<file path="config.mk">
export PLATFORM = sky130hd
export DESIGN_NAME = prof_sb_scheduler_flat
export DESIGN_NICKNAME = d
export VERILOG_FILES = /design/src/rtl/prof_sb_scheduler_if.sv /design/src/rtl/prof_sb_scheduler.sv /design/src/flat_wrapper.sv
export SDC_FILE = /design/constraint.sdc
export NUM_CORES = 1
export LEC_CHECK = 0
export BUFFER_PORTS_ARGS = -buffer_cell sky130_fd_sc_hd__buf_2
export CAP_MARGIN = 20
export CORE_MARGIN = 4
export CORE_UTILIZATION = 50
export CTS_CLUSTER_DIAMETER = 120
export CTS_CLUSTER_SIZE = 8
export DETAILED_ROUTE_END_ITERATION = 8
export PLACE_DENSITY = 0.74
export SYNTH_ARGS = -nofsm -noshare
export SYNTH_HDL_FRONTEND = slang
export SYNTH_SLANG_ARGS = --single-unit
</file>
<file path="constraint.sdc">
create_clock -name clk -period 2.85 [get_ports clk]
set_input_delay 0 -clock clk [delete_from_list [all_inputs] [get_ports clk]]
set_output_delay 0 -clock clk [all_outputs]
set_load 0.02 [all_outputs]
</file>
<file path="src/rtl/prof_sb_scheduler_if.sv">
// Handshake/bus bundle between the PROF subblock scheduler and its neighbours.
// The master side drives CU setup and flow control. The slave side is the scheduler.
interface prof_sb_scheduler_if #(parameter int SB_DIM_W = 6);
  logic                start, abort, prof_on, src_valid, out_ready;
  logic [SB_DIM_W-1:0] cu_w_sb, cu_h_sb;
  logic                src_ack, pdof_en, pdof_export, pdof_enab_prof, out_valid, busy, done;
  logic [SB_DIM_W-1:0] sb_x, sb_y;

  modport master (
    output start, abort, cu_w_sb, cu_h_sb, prof_on, src_valid, out_ready,
    input  src_ack, pdof_en, pdof_export, pdof_enab_prof, sb_x, sb_y, out_valid, busy, done
  );
  modport slave (
    input  start, abort, cu_w_sb, cu_h_sb, prof_on, src_valid, out_ready,
    output src_ack, pdof_en, pdof_export, pdof_enab_prof, sb_x, sb_y, out_valid, busy, done
  );
endinterface

</file>
<file path="src/rtl/prof_sb_scheduler.sv">
// Walks every 4x4 subblock of an affine CU through pdof: FETCH -> GRAD -> EXPORT -> OUT.
// Optional stall counter is enabled by defining PROF_SCHED_PERF_EN.
module prof_sb_scheduler #(
  parameter int SB_DIM_W = 6,
  parameter int PERF_W   = 16
) (
  input  logic clk,
  input  logic rst_n,
  prof_sb_scheduler_if.slave bus
`ifdef PROF_SCHED_PERF_EN
  ,
  output logic [PERF_W-1:0] stall_cnt
`endif
);

  typedef enum logic [2:0] {IDLE, FETCH, GRAD, EXPORT, OUT, DONE} state_t;

  state_t              state;
  logic [SB_DIM_W-1:0] w, h, x, y;
  logic                src_ack, pdof_en, pdof_export, enab, out_valid, busy, done;
  logic                x_end, last;

  assign x_end = (x == w - SB_DIM_W'(1));
  assign last  = x_end && (y == h - SB_DIM_W'(1));

  assign bus.src_ack        = src_ack;
  assign bus.pdof_en        = pdof_en;
  assign bus.pdof_export    = pdof_export;
  assign bus.pdof_enab_prof = enab;
  assign bus.sb_x           = x;
  assign bus.sb_y           = y;
  assign bus.out_valid      = out_valid;
  assign bus.busy           = busy;
  assign bus.done           = done;

  always_ff @(posedge clk or negedge rst_n) begin
    if (!rst_n) begin
      state       <= IDLE;
      w           <= SB_DIM_W'(1);
      h           <= SB_DIM_W'(1);
      x           <= '0;
      y           <= '0;
      src_ack     <= 1'b0;
      pdof_en     <= 1'b0;
      pdof_export <= 1'b0;
      enab        <= 1'b0;
      out_valid   <= 1'b0;
      busy        <= 1'b0;
      done        <= 1'b0;
    end else begin
      // single-cycle strobes default low; the state that owns them raises them
      src_ack     <= 1'b0;
      pdof_en     <= 1'b0;
      pdof_export <= 1'b0;
      done        <= 1'b0;
      if (bus.abort) begin
        state     <= IDLE;
        out_valid <= 1'b0;
        busy      <= 1'b0;
        x         <= '0;
        y         <= '0;
      end else begin
        case (state)
          IDLE: if (bus.start) begin
            w     <= (bus.cu_w_sb == '0) ? SB_DIM_W'(1) : bus.cu_w_sb;
            h     <= (bus.cu_h_sb == '0) ? SB_DIM_W'(1) : bus.cu_h_sb;
            enab  <= bus.prof_on;
            x     <= '0;
            y     <= '0;
            busy  <= 1'b1;
            state <= FETCH;
          end
          FETCH: if (bus.src_valid) begin
            pdof_en <= 1'b1;
            state   <= GRAD;
          end
          GRAD: begin
            pdof_export <= 1'b1;
            src_ack     <= 1'b1;
            state       <= EXPORT;
          end
          EXPORT: begin
            out_valid <= 1'b1;
            state     <= OUT;
          end
          OUT: if (bus.out_ready) begin
            out_valid <= 1'b0;
            // counters park at 0 after the last subblock so IDLE always shows (0,0)
            if (last) begin
              x     <= '0;
              y     <= '0;
              done  <= 1'b1;
              state <= DONE;
            end else begin
              x     <= x_end ? '0 : x + SB_DIM_W'(1);
              y     <= x_end ? y + SB_DIM_W'(1) : y;
              state <= FETCH;
            end
          end
          DONE: begin
            busy  <= 1'b0;
            state <= IDLE;
          end
          default: state <= IDLE;
        endcase
      end
    end
  end

`ifdef PROF_SCHED_PERF_EN
  always_ff @(posedge clk or negedge rst_n) begin
    if (!rst_n)
      stall_cnt <= '0;
    else if (state == IDLE && bus.start && !bus.abort)
      stall_cnt <= '0;
    else if (((state == FETCH && !bus.src_valid) || (state == OUT && !bus.out_ready)) && !(&stall_cnt))
      stall_cnt <= stall_cnt + PERF_W'(1);
  end
`endif

endmodule

</file>
<file path="src/flat_wrapper.sv">
// flat-port wrapper written by rule: the top's interface ports become plain ports
module prof_sb_scheduler_flat 
#(
  parameter int SB_DIM_W = 6,
  parameter int PERF_W   = 16
)
  (clk, rst_n, bus_start, bus_abort, bus_cu_w_sb, bus_cu_h_sb, bus_prof_on, bus_src_valid, bus_out_ready, bus_src_ack, bus_pdof_en, bus_pdof_export, bus_pdof_enab_prof, bus_sb_x, bus_sb_y, bus_out_valid, bus_busy, bus_done);
  prof_sb_scheduler_if #(.SB_DIM_W(SB_DIM_W)) bus_i ();
  input  logic clk;
  input  logic rst_n;
  input wire logic [$bits(bus_i.start)-1:0] bus_start;
  input wire logic [$bits(bus_i.abort)-1:0] bus_abort;
  input wire logic [$bits(bus_i.cu_w_sb)-1:0] bus_cu_w_sb;
  input wire logic [$bits(bus_i.cu_h_sb)-1:0] bus_cu_h_sb;
  input wire logic [$bits(bus_i.prof_on)-1:0] bus_prof_on;
  input wire logic [$bits(bus_i.src_valid)-1:0] bus_src_valid;
  input wire logic [$bits(bus_i.out_ready)-1:0] bus_out_ready;
  output wire logic [$bits(bus_i.src_ack)-1:0] bus_src_ack;
  output wire logic [$bits(bus_i.pdof_en)-1:0] bus_pdof_en;
  output wire logic [$bits(bus_i.pdof_export)-1:0] bus_pdof_export;
  output wire logic [$bits(bus_i.pdof_enab_prof)-1:0] bus_pdof_enab_prof;
  output wire logic [$bits(bus_i.sb_x)-1:0] bus_sb_x;
  output wire logic [$bits(bus_i.sb_y)-1:0] bus_sb_y;
  output wire logic [$bits(bus_i.out_valid)-1:0] bus_out_valid;
  output wire logic [$bits(bus_i.busy)-1:0] bus_busy;
  output wire logic [$bits(bus_i.done)-1:0] bus_done;
  assign bus_i.start = bus_start;
  assign bus_i.abort = bus_abort;
  assign bus_i.cu_w_sb = bus_cu_w_sb;
  assign bus_i.cu_h_sb = bus_cu_h_sb;
  assign bus_i.prof_on = bus_prof_on;
  assign bus_i.src_valid = bus_src_valid;
  assign bus_i.out_ready = bus_out_ready;
  assign bus_src_ack = bus_i.src_ack;
  assign bus_pdof_en = bus_i.pdof_en;
  assign bus_pdof_export = bus_i.pdof_export;
  assign bus_pdof_enab_prof = bus_i.pdof_enab_prof;
  assign bus_sb_x = bus_i.sb_x;
  assign bus_sb_y = bus_i.sb_y;
  assign bus_out_valid = bus_i.out_valid;
  assign bus_busy = bus_i.busy;
  assign bus_done = bus_i.done;
  prof_sb_scheduler #(.SB_DIM_W(SB_DIM_W), .PERF_W(PERF_W)) u_core (.clk(clk), .rst_n(rst_n), .bus(bus_i));
endmodule
</file>
==> results of run 1 <==
==> worst max-delay path: stages (launching register included) <==
cell and delay [ns]:
sky130_fd_sc_hd__dfstp_2 0.55, sky130_fd_sc_hd__inv_1 0.07, sky130_fd_sc_hd__ha_1 0.25, sky130_fd_sc_hd__nor2b_1 0.15, sky130_fd_sc_hd__a21oi_1 0.14, sky130_fd_sc_hd__o311ai_0 0.23
sky130_fd_sc_hd__a21oi_2 0.47, sky130_fd_sc_hd__o21ai_0 0.23, sky130_fd_sc_hd__o311ai_0 0.39
==> metal layers <==
metal,routed length [um],global-route usage,up-vias
met5,0,0,-
met4,82,0.0781,0
li1,-,-,785
met2,2030,0.280,49
met3,242,0.0667,10
met1,1910,0.252,758
==> path summary, 6_finish.rpt <==
kind / to / cells past startpoint
worst max-delay path: u_core.bus.sb_x[4] / 8
worst min-delay path: u_core.w[0] / 3
worst max register to register: u_core.bus.sb_x[4] / 8
worst min register to register: u_core.h[0] / 2
max in group asynchronous: u_core.h[3] / 2
min in group asynchronous: u_core.bus.src_ack / 2
==> area by class of cell <==
type / instances / area (sq um) / area share
Clock inverter: 1 / 30.0 / 0.0127
Multi-Input combinational cell: 136 / 970 / 0.410
Tap cell: 48 / 60.1 / 0.0254
Clock buffer: 7 / 86.3 / 0.0365
Sequential cell: 33 / 828 / 0.350
Timing Repair Buffer: 54 / 350 / 0.148
Inverter: 11 / 41.3 / 0.0175
==> cells in the mapped netlist, drive strengths merged, types with 6 or more instances <==
library cell and instances:
nand3 8, inv 11, nor2 12, o21ai 10, xnor2 9, a21oi 8, mux2 12, nor3 8
nand2 12, o22ai 6, dfrtp 31
==> power groups by stage <==
stage	logic (mW)	clock network, mW	registers [mW]
finish	0.295	0.455	0.574
floorplan	0.212	0	0.574
global route	0.329	0.484	0.582
CTS	0.295	0.463	0.574
detailed placement	0.278	0	0.582
global placement	0.268	0	0.580
==> flip-flops by register name (all words and copies together), names as in the netlist <==
| signal | count |
|---|---|
| u_core.h | 6 |
| u_core.bus.out_valid | 1 |
| u_core.bus.done | 1 |
| u_core.bus.src_ack | 1 |
| u_core.bus.sb_x | 6 |
| u_core.bus.busy | 1 |
| u_core.bus.pdof_en | 1 |
| u_core.bus.sb_y | 6 |
| u_core.state | 3 |
| u_core.w | 6 |
| u_core.bus.pdof_enab_prof | 1 |
==> per-stage QoR <==
stage | hold WS, ns | setup slack (ns) | cell area (sq um) | instances
4_1_cts | 0.0176 | 0.263 | 2370 | 290
3_5_place_dp | 0.109 | 0.275 | 2100 | 267
6_report | 0.0159 | 0.247 | 2370 | 290
3_3_place_gp | 0.108 | 0.439 | 2100 | 267
2_1_floorplan | -0.296 | 0.528 | 1890 | 188
5_1_grt | 0.0405 | 0.0597 | 2370 | 290
==> cells in the final DEF, fill, tap and decap left out, drive strengths merged, types with 3 or more instances in the layout <==
| master | n |
|---|---|
| buf | 39 |
| dfrtp | 31 |
| dlygate4sd3 | 15 |
| nand2 | 12 |
| nor2 | 12 |
| mux2 | 12 |
| inv | 11 |
| o21ai | 10 |
| xnor2 | 9 |
| nor3 | 8 |
| nand3 | 8 |
| a21oi | 8 |
| clkbuf | 7 |
| o22ai | 6 |
| xor2 | 5 |
| ha | 4 |
| a211oi | 3 |
| a311oi | 3 |
| nand2b | 3 |
| or3 | 3 |
| nand4 | 3 |
| or4 | 3 |
==> cells by family after synthesis <==
kind of cell             count (synthesis)  synth area share
adder cells (fa/ha/maj)                  4            0.0265
AO/OA/AOI/OAI                           41             0.153
AND/OR/NAND/NOR                         63             0.187
XOR/XNOR                                14            0.0650
buffers and inverters                   19            0.0471
multiplexers                            14            0.0822
flip-flops                              33             0.439
==> run summary, run 1 <==
The run finished with clean final reports. For the switching power summed over all nets, the log shows 367 uW. Of all nets on the critical path, the largest fanout is 11. The cell type with the largest total area after synthesis is sky130_fd_sc_hd__dfrtp_1.

The worst hold path class was in2reg. The post-synthesis instance total came out at 188. The tree built by TritonCTS fans out to 33 sinks. The power density over the cells was 560 mW/mm^2.

The number of antenna violations at the first check in global routing was 0; the count of boundary I/O pins was 38. Fraction of final layout cells with drive strength greater than 1: 0.285. By area the synthesized netlist is led by sky130_fd_sc_hd__dfrtp_1 41%, sky130_fd_sc_hd__mux2_2 7.2%, sky130_fd_sc_hd__xnor2_1 4.2%. STA puts the critical path data required time at 3.01 ns. The async set-reset flop share out of synthesis is 1.00, and the number of distinct library cells after synthesis is 47. The tools report the number of DRC markers after the initial detailed-route iteration as 149. The detailed-routing iteration count for the pre-antenna-repair pass is 4. After global routing the overflow that remains totals 0.

Share of power burned in registers: 0.433. The worst-case IR drop observed on VDD is 0.366 mV. Internal power comes to 958 uW. The H-tree was split into 2 levels. Dividing the detail-routed wire length by the instance count gives 14.7 um.

The fraction of the core area covered by cells at the end of the flow came out at 0.646. At the end of routability-driven placement, the weighted congestion stood at 0.799. The die area was 0.00482 sq mm.

The number of instances resized during post-cts repair was 0; the number of enable-type register cells in the synthesized netlist was 0. The count of endpoints failing hold in the final timing report is 0, and the flip-flop and latch count after synthesis is 33. The most used flip-flop cell after synthesis is sky130_fd_sc_hd__dfrtp_1. The filler cells instantiated in the layout total 303. The switching part of the total is 0.277, and the number of nets with antenna violations after routing is 0. For the setup skew after layout, the log shows 0.00887 ns.

The run gives 7370 um as the first-pass GRT wire length. The final number of max-transition violations was 0; the area of the core was 0.00366 sq mm. The area fraction of the dominant cell type after synthesis was 0.411.

Clock-pin slew was measured on the worst setup and hold paths at 0.07 ns. When the netlist entered floorplanning its net count stood at 211. Setup violations remaining at the end of the flow were counted as 0. The number of hold buffers added after CTS was 15. The tools report the final HPWL from detailed placement as 2930 um. Setup repair after global routing left no endpoint under its margin.

In the routed design, unresolved DRC markers number 0. For this design the static power due to leakage is 1.05 nW. For the worst setup path, the data arrival time is 2.77 ns. The die boundary width was 69.4 um. The average cell area after synthesis was 10.0 sq um; the max-capacitance violation count was 0. The total wire length is 4270 um.

After clock tree synthesis, the setup repair step added 0 buffers. The via count of the first global-routing pass was 1598; the total design power was 1.32 mW. For the final routed database, the setup TNS stands at 0 ns. The final route contains 1602 vias.

The maximum count of clock buffers along a single path is 2. The worst setup path is captured at a flip-flop. In this run, CTS created clock tree buffers numbering 5. Row generation in the floorplan step produced 22 rows.

For the max-slew headroom at the worst pin, the log shows 0.513. TritonCTS built the clock tree. The Yosys step of the flow raised 0 warnings. The global-route total usage across every layer was 0.189.

The tools report the effective utilization at floorplan as 0.515. The growth of design area from synthesis to finish is 25.4%. The clock network fraction of total power came out at 0.344.

After detailed routing, the number of vias per cell comes to 5.52. STA classifies the critical path startpoint as a flip-flop. The combinational cell fraction of total power is 0.223.

In this run the worst setup path begins at u_core.w[0]. The port buffer count works out to 37. Critical path start-end classification: reg2reg. The slew of the pin with the lowest slew margin is 0.731 ns. The worst register-to-register path begins at u_core.w[0].

0 antenna diodes ended up in the layout. The run gives 0.25 ns as the register-to-register path setup slack. Clock insertion delay at the later pin of the skew report: 0.29 ns. Entering global routing, the biggest net connects 34 pins. The tools report the CTS root buffer as sky130_fd_sc_hd__clkbuf_8. The cell area that synthesis handed to floorplanning was 0.00189 sq mm. Overall die height: 69.4 um. At the end of the flow, the number of nets in the layout was 264. The sequential element share of the synthesized area is 0.439, and the ratio of final minimum period to clock period is 0.913. The tools report the worst hold path startpoint as bus_cu_w_sb[0]. Subtracting the final worst setup slack from the clock period gives 2.60 ns.

For this run, the top clock speed supported by timing is 384 MHz.
No activity file was read; power rests on OpenSTA's default activity.
==> run 2: changes to the inputs <==
--- a/config.mk
+++ b/config.mk
@@ -7,12 +7,14 @@
 export LEC_CHECK = 0
 export BUFFER_PORTS_ARGS = -buffer_cell sky130_fd_sc_hd__buf_2
 export CAP_MARGIN = 20
+export CELL_PAD_IN_SITES_DETAIL_PLACEMENT = 0
+export CELL_PAD_IN_SITES_GLOBAL_PLACEMENT = 2
 export CORE_MARGIN = 4
-export CORE_UTILIZATION = 50
+export CORE_UTILIZATION = 34
 export CTS_CLUSTER_DIAMETER = 120
 export CTS_CLUSTER_SIZE = 8
 export DETAILED_ROUTE_END_ITERATION = 8
-export PLACE_DENSITY = 0.74
+export PLACE_DENSITY = 0.79
 export SYNTH_ARGS = -nofsm -noshare
 export SYNTH_HDL_FRONTEND = slang
 export SYNTH_SLANG_ARGS = --single-unit
==> run summary, run 2 (synthesized netlist as in run 1, its figures left out) <==
The setup-violating endpoint count in the final report was 0 (unchanged); the area of the core was 0.00524 sq mm (+43%). The tools report the routability congestion estimate from global placement as 0.759 (-4.9%). The startpoint identified for the worst register-to-register timing path is u_core.w[2].

By startpoint and endpoint, the worst setup path is classified as reg2reg. For the via count of the first global-routing pass, the log shows 1604 (+0.38%). The average routed wire per standard cell was 13.9 um (-5.6%); the total wire length was 4390 um (+2.8%).

The run gives 0 (unchanged) as the count of endpoints failing hold in the final timing report. The total non-filler cell area in the finished layout was 0.00240 sq mm (+1.3%). The growth of design area from synthesis to finish works out to 27.1%.

Layout net count: 268 (+1.5%). The filler-free cell count of the finished design came out at 316 (+9.0%). The startpoint identified for the worst hold timing path is bus_cu_w_sb[0]. The count of H-tree levels built during CTS was 2 (unchanged). The slew of the pin with the lowest slew margin was 0.747 ns (+0.0166 ns). The tools report the overall via count from detail_route as 1579 (-1.4%). The kind of capture point of the worst setup path was a flip-flop.

The number of remaining DRC errors was 0 (unchanged); the achievable clock frequency was 397 MHz (+3.3%). The detailed-route vias per instance is 5.00 (-9.5%), and the setup skew after layout is 0.00815 ns (-0.000721 ns). The leakage dissipation came out at 1.05 nW (+0.81%).

TritonCTS built the clock tree. Worst hold path depth: 3 (unchanged). The run gives 93 (-38%) as the number of DRC markers after the initial detailed-route iteration.

Critical path launch point type: a flip-flop. The library cell used most frequently in the layout, excluding fill and tap cells, is sky130_fd_sc_hd__buf_2. The tools report the endpoint of the worst hold path as u_core.w[0]. For the minimum setup slack after placement, the log shows 0.317 ns (+0.0423 ns).

For the effective utilization at floorplan, the log shows 0.360 (-0.155). The final sum of negative setup slack was 0 ns (unchanged); the port buffer count was 37 (unchanged). Setup repair after global routing left no endpoint under its margin. The clock-pin transition on the worst setup and hold timing paths works out to 0.07 ns (about the same). The worst reg2reg path endpoint is u_core.bus.sb_y[3]. The register-to-register path setup slack was 0.33 ns (+0.08 ns). The tools report the worst endpoint data arrival time as 2.68 ns (-0.09 ns).

Final HPWL from detailed placement: 3090 um (+5.6%). The cell area after placement was 0.00213 sq mm (+1.7%); the power density over the cells was 513 mW/mm^2 (-8.5%). For the worst-case vdd ir drop, the log shows 0.229 mV (-38%).

For the footprint of the multi-input gates, the log shows 970 sq um (unchanged). The clock insertion delay at the later pin of the skew report was 0.28 ns (about the same). The minimum clock period is 2.52 ns (-0.0836 ns).

The depth of the worst register-to-register path is 7 (-1), and the first-pass GRT wire length is 7680 um (+4.2%). The overall die height is 82.5 um (+19%), and the maximum count of clock buffers along a single path is 2 (unchanged). The CTS root buffer was sky130_fd_sc_hd__clkbuf_8. The worst path setup slack after routing is 0.330 ns (+0.0836 ns).

The total clock sinks is 33 (unchanged). The flow ran to the end, and the final reports show no timing, DRC or antenna violations. Highest net fanout along the worst path: 7 (-4).

The count of boundary I/O pins is 38 (unchanged), and the die boundary width is 82.5 um (+19%). The run gives 0.00681 sq mm (+41%) as the die area. The sequential cell area is 828 sq um (unchanged). The final global-route overflow total is 0 (unchanged), and the max-slew headroom at the worst pin is 0.502 (-0.0111). The ratio of final minimum period to clock period is 0.884 (-0.0293).

The total inserted antenna cells came out at 0 (unchanged). The logs give 503 (+66%) for the count of filler cells inserted in the layout and 26 (+18%) for the number of rows created at floorplan. For the number of buffers added by the clock tree synthesis step, the log shows 5 (unchanged). The fraction of final layout cells with drive strength greater than 1 came out at 0.293 (+0.00756). The run gives 34 (unchanged) as the maximum number of pins on one net before global-route repair.

In the layout the commonest cells are 37 x sky130_fd_sc_hd__buf_2, 31 x sky130_fd_sc_hd__dfrtp_1, 15 x sky130_fd_sc_hd__dlygate4sd3_1. For the total design power, the log shows 1.23 mW (-7.3%). Global-route total usage across every layer: 0.147 (-0.0425).

The min-delay analysis places its worst path in the category in2reg. The logs give 4 (unchanged) for the detailed-routing iteration count for the pre-antenna-repair pass and 0 (unchanged) for the max-capacitance violation count. The number of nets with antenna violations after routing is 0 (unchanged), and the final number of max-transition violations is 0 (unchanged). The logs give 290 (+8.6%) for the cell count after placement and 3.01 ns (about the same) for the required time at the endpoint of the critical path. For the number of antenna violations at the first check in global routing, the log shows 0 (unchanged).
[run 2: cell types whose count changed in the layout (fill, tap and decap cells not counted), sizes merged]
cell / delta
buf: +4
bufinv: -1
clkbuf: +1
[run 2: power breakdown]
part           switching (mW)  internal, mW  leakage [nW]
logic                   0.139         0.151         0.582
registers              0.0528         0.523         0.427
clock network           0.167         0.197        0.0455
total                   0.358         0.871          1.05
[run 2: area by class of cell]
class	instances	share of cell area
Clock buffer	8	0.0376
Inverter	11	0.0172
Multi-Input combinational cell	136	0.404
Sequential cell	33	0.346
Tap cell	70	0.0365
Timing Repair Buffer	58	0.159
[run 2: worst max path at each step]
stage,from,cells after the start,end,slack [ns]
2_1_floorplan,u_core.w[1],7,u_core.bus.sb_x[3],0.53
3_3_place_gp,u_core.w[0],8,u_core.bus.sb_x[4],0.37
3_5_place_dp,u_core.w[0],8,u_core.bus.sb_x[4],0.32
4_1_cts,u_core.w[0],8,u_core.bus.sb_x[4],0.33
5_1_grt,u_core.w[2],7,u_core.bus.sb_y[3],0.18
6_report,u_core.w[2],7,u_core.bus.sb_y[3],0.33
[run 2: worst max-delay path, cell delays in order, from the launching register on]
cell and delay (ns):
sky130_fd_sc_hd__dfrtp_1 0.44, sky130_fd_sc_hd__or3_4 0.36, sky130_fd_sc_hd__or4_4 0.50, sky130_fd_sc_hd__a2111oi_4 0.41, sky130_fd_sc_hd__a21oi_2 0.15, sky130_fd_sc_hd__buf_4 0.20
sky130_fd_sc_hd__a311oi_1 0.21, sky130_fd_sc_hd__o22ai_1 0.10
[run 2: per-layer routing]
| metal | vias up | routed length (um) | track usage |
|---|---|---|---|
| li1 | 791 | - | - |
| met1 | 757 | 2130 | 0.203 |
| met2 | 25 | 2050 | 0.226 |
| met3 | 6 | 151 | 0.0369 |
| met4 | 0 | 57 | 0.0441 |
| met5 | - | 0 | 0 |
[run 2: timing repair]
action                     in CTS  in global routing
buffers inserted                0                  3
setup endpoints to repair       0                  1
hold buffers                   15                  0
gates resized for setup         0                  0
hold endpoints to repair       45                  0
[run 2: per-stage QoR]
step / util / hold WS, ns
4_1_cts: 0.453 / 0.0109
3_5_place_dp: 0.408 / 0.121
3_3_place_gp: 0.408 / 0.128
5_1_grt: 0.458 / 0.0175
2_1_floorplan: - / -0.296
6_report: 0.458 / 0.0121
==> run 3: changes to the inputs <==
--- a/config.mk
+++ b/config.mk
@@ -5,12 +5,12 @@
 export SDC_FILE = /design/constraint.sdc
 export NUM_CORES = 1
 export LEC_CHECK = 0
+export ABC_AREA = 1
 export BUFFER_PORTS_ARGS = -buffer_cell sky130_fd_sc_hd__buf_2
-export CAP_MARGIN = 20
 export CELL_PAD_IN_SITES_DETAIL_PLACEMENT = 0
 export CELL_PAD_IN_SITES_GLOBAL_PLACEMENT = 2
 export CORE_MARGIN = 4
-export CORE_UTILIZATION = 34
+export CORE_UTILIZATION = 31
 export CTS_CLUSTER_DIAMETER = 120
 export CTS_CLUSTER_SIZE = 8
 export DETAILED_ROUTE_END_ITERATION = 8
==> run summary, run 3 <==
The overall die height was 88.6 um (+7.4%). The library cells used most frequently in the layout, excluding fill and tap cells, are 72 x sky130_fd_sc_hd__nand2_1, 37 x sky130_fd_sc_hd__buf_2, 35 x sky130_fd_sc_hd__inv_1. The tools report the total clock sinks as 33 (unchanged). The tools report the die area as 0.00785 sq mm (+15%). Worst hold path depth: 3 (unchanged). The tools report the post-synthesis instance total as 269 (+43%).

The tools report the clock network fraction of total power as 0.189 (-0.107). The leakage dissipation is 1.34 nW (+27%). The most used flip-flop cell after synthesis is sky130_fd_sc_hd__dfrtp_1.

The async set-reset flop share out of synthesis was 1.00 (unchanged). The run gives 683 (+36%) as the count of filler cells inserted in the layout. The cell area after placement is 0.00227 sq mm (+6.3%).

The tools report the total inserted antenna cells as 0 (unchanged). Count of boundary I/O pins: 38 (unchanged). The average routed wire per standard cell was 12.6 um (-9.3%); the achievable clock frequency was 443 MHz (+12%). STA classifies the critical path startpoint as a flip-flop. The depth of the worst register-to-register path was 8 (+1). Effective utilization at floorplan: 0.319 (-0.0414). Setup repair after global routing left no endpoint under its margin. The count of yosys warnings during synthesis was 0 (unchanged); the total wire length was 5080 um (+16%). The count of H-tree levels built during CTS was 2 (unchanged); the ratio of final minimum period to clock period was 0.792 (-0.0919). Number of enable-type register cells in the synthesized netlist: 0 (unchanged).

The detailed-route vias per instance was 4.55 (-8.9%); the maximum number of pins on one net before global-route repair was 34 (unchanged). The number of remaining DRC errors is 0 (unchanged). The maximum count of clock buffers along a single path came out at 2 (unchanged). The library cell used most frequently in the layout, excluding fill and tap cells, is sky130_fd_sc_hd__nand2_1. The average cell area after synthesis is 7.48 sq um (-25%). Worst hold path class: in2reg. Final number of max-transition violations: 0 (unchanged).

The global-route total usage across every layer came out at 0.147 (-0.000204). STA classifies the critical path endpoint as a flip-flop. The tools report the final global-route overflow total as 0 (unchanged). The number of antenna violations at the first check in global routing was 0 (unchanged).

By count the netlist is led by 72 x sky130_fd_sc_hd__nand2_1, 35 x sky130_fd_sc_hd__inv_1, 33 x sky130_fd_sc_hd__nor2_1. The number of nets with antenna violations after routing is 0 (unchanged), and the clock-pin transition on the worst setup and hold timing paths is 0.07 ns (about the same). The worst endpoint data arrival time is 2.48 ns (-0.20 ns). The run gives 0.00631 sq mm (+21%) as the area of the core. The logs give 0.411 (-0.0276) for the sequential element share of the synthesized area and 403 (+28%) for the filler-free cell count of the finished design.

The slew of the pin with the lowest slew margin was 0.770 ns (+0.0230 ns); the routability congestion estimate from global placement was 0.748 (-1.6%). The switching part of the total was 0.421 (+0.130). The run finished with clean final reports.

By area the synthesized netlist is led by sky130_fd_sc_hd__dfrtp_1 39%, sky130_fd_sc_hd__nand2_1 13%, sky130_fd_sc_hd__inv_1 6.5%. The run gives 0.00201 sq mm (+6.7%) as the netlist area before placement. The logs give 0.814 ns (+0.497 ns) for the minimum setup slack after placement and 0 (unchanged) for the count of endpoints failing hold in the final timing report.

The number of distinct library cells after synthesis is 32 (-32%), and the number of rows created at floorplan is 29 (+12%). Total nets after synthesis: 292 (+38%). sky130_fd_sc_hd__nand2_1 is the most common cell in the netlist. Critical path start-end classification: reg2reg. The run gives 0.00101 sq mm (+4.4%) as the footprint of the multi-input gates. The run gives 378 (+30%) as the cell count after placement.

The run gives 82 (-12%) as the number of DRC markers after the initial detailed-route iteration. The fraction of final layout cells with drive strength greater than 1 was 0.199 (-0.0933). The clock insertion delay at the later pin of the skew report came out at 0.28 ns (about the same). The worst path setup slack after routing is 0.592 ns (+0.262 ns), and the share of power burned in registers is 0.379 (-0.089). The highest net fanout along the worst path works out to 22 (+15). The run gives 1835 (+16%) as the overall via count from detail_route.

The run gives 9070 um (+18%) as the first-pass GRT wire length. Area fraction of the dominant cell type after synthesis: 0.385 (-0.0258). For the required time at the endpoint of the critical path, the log shows 3.07 ns (+0.06 ns).

Layout net count: 348 (+30%). In this run the clock root is driven by a sky130_fd_sc_hd__clkbuf_8. TritonCTS built the clock tree. The run gives 0 (unchanged) as the max-capacitance violation count. The detailed-routing iteration count for the pre-antenna-repair pass was 4 (unchanged); the sequential cell area was 828 sq um (unchanged).

Final HPWL from detailed placement: 3700 um (+20%). The growth of design area from synthesis to finish was 25.3%. The total non-filler cell area in the finished layout was 0.00252 sq mm (+5.2%); the setup skew after layout was 0.00681 ns (-0.00133 ns). The worst-case vdd ir drop was 0.262 mV (+15%); the number of buffers added by the clock tree synthesis step was 5 (unchanged).

The die boundary width works out to 88.6 um (+7.4%). The power density over the cells was 724 mW/mm^2 (+41%). The synthesized design spends more area on one cell type than any other, namely sky130_fd_sc_hd__dfrtp_1. The flip-flop and latch count after synthesis was 33 (unchanged); the max-slew headroom at the worst pin was 0.486 (-0.0153). The combinational cell fraction of total power is 0.432 (+0.196), and the setup-violating endpoint count in the final report is 0 (unchanged).

The switching power summed over all nets came out at 769 uW (+110%). The port buffer count was 37 (unchanged). The internal power is 1.06 mW (+21%), and the final sum of negative setup slack is 0 ns (unchanged). The minimum clock period is 2.26 ns (-0.262 ns), and the via count of the first global-routing pass is 1884 (+17%).
## run 3: per-layer routing
layer | part of all wire | global-route usage | vias to the layer above
met5 | 0 | 0 | -
met4 | 0.0037 | 0.0357 | 0
met3 | 0.045 | 0.0335 | 4
met2 | 0.49 | 0.241 | 30
met1 | 0.46 | 0.197 | 843
li1 | - | - | 958
## run 3: critical path: stages (launching register included)
cell	delay, ns
sky130_fd_sc_hd__dfrtp_1	0.40
sky130_fd_sc_hd__nor2_1	0.15
sky130_fd_sc_hd__inv_1	0.12
sky130_fd_sc_hd__nor2_2	0.20
sky130_fd_sc_hd__nand3_2	0.38
sky130_fd_sc_hd__nor2_1	0.25
sky130_fd_sc_hd__nand2_1	0.06
sky130_fd_sc_hd__dlygate4sd3_1	0.56
sky130_fd_sc_hd__nand3_1	0.07
## run 3: cells by family (layout without fill, tap and decap cells)
logic type | after synthesis | after routing | share of synthesized area
XOR/XNOR | 16 | 16 | 0.0696
AND/OR/NAND/NOR | 150 | 150 | 0.328
multiplexers | 3 | 3 | 0.0186
AO/OA/AOI/OAI | 20 | 20 | 0.0622
adder cells (fa/ha/maj) | 4 | 4 | 0.0249
flip-flops | 33 | 33 | 0.411
buffers and inverters | 43 | 100 | 0.0858
## run 3: area by class of cell
type,count,area share
clock buffer,6,0.0288
clock inverter,2,0.00397
inverter,38,0.0585
multi-input combinational,193,0.401
sequential,33,0.328
tap,77,0.0382
timing repair buffer,54,0.141
## run 3: power groups by stage
stage / sequential (mW) / combinational (mW) / clock [mW]
after global placement: 0.699 / 0.782 / 0
after floorplan: 0.703 / 0.583 / 0
after CTS: 0.694 / 0.801 / 0.361
final: 0.692 / 0.789 / 0.345
after global routing: 0.713 / 0.908 / 0.384
after detailed placement: 0.702 / 0.780 / 0
## run 3: worst paths after layout
kind / start / end / slack (ns)
max: u_core.state[1] / u_core.w[0] / 0.59
min: bus_cu_h_sb[1] / u_core.h[1] / 0.008
max reg2reg: u_core.state[1] / u_core.w[0] / 0.59
min reg2reg: u_core.bus.pdof_enab_prof / u_core.bus.pdof_enab_prof / 0.50
max in group asynchronous: rst_n / u_core.bus.sb_y[5] / 2.02
min in group asynchronous: rst_n / u_core.h[1] / 0.34
## run 3: timing repair
action                                  in CTS  in global routing
hold buffers                                17                  0
gates resized for setup                      0                  0
setup buffers                                0                  0
endpoints found under the hold margin       47                  0
endpoints found under the setup margin       0                  0
## run 3: stage by stage
stage,util,total power [mW],hold slack (ns)
4_1_cts,0.400,1.86,0.00471
3_3_place_gp,0.359,1.48,0.130
5_1_grt,0.400,2.00,0.0228
2_1_floorplan,-,1.29,-0.296
6_report,0.400,1.83,0.00846
3_5_place_dp,0.359,1.48,0.135
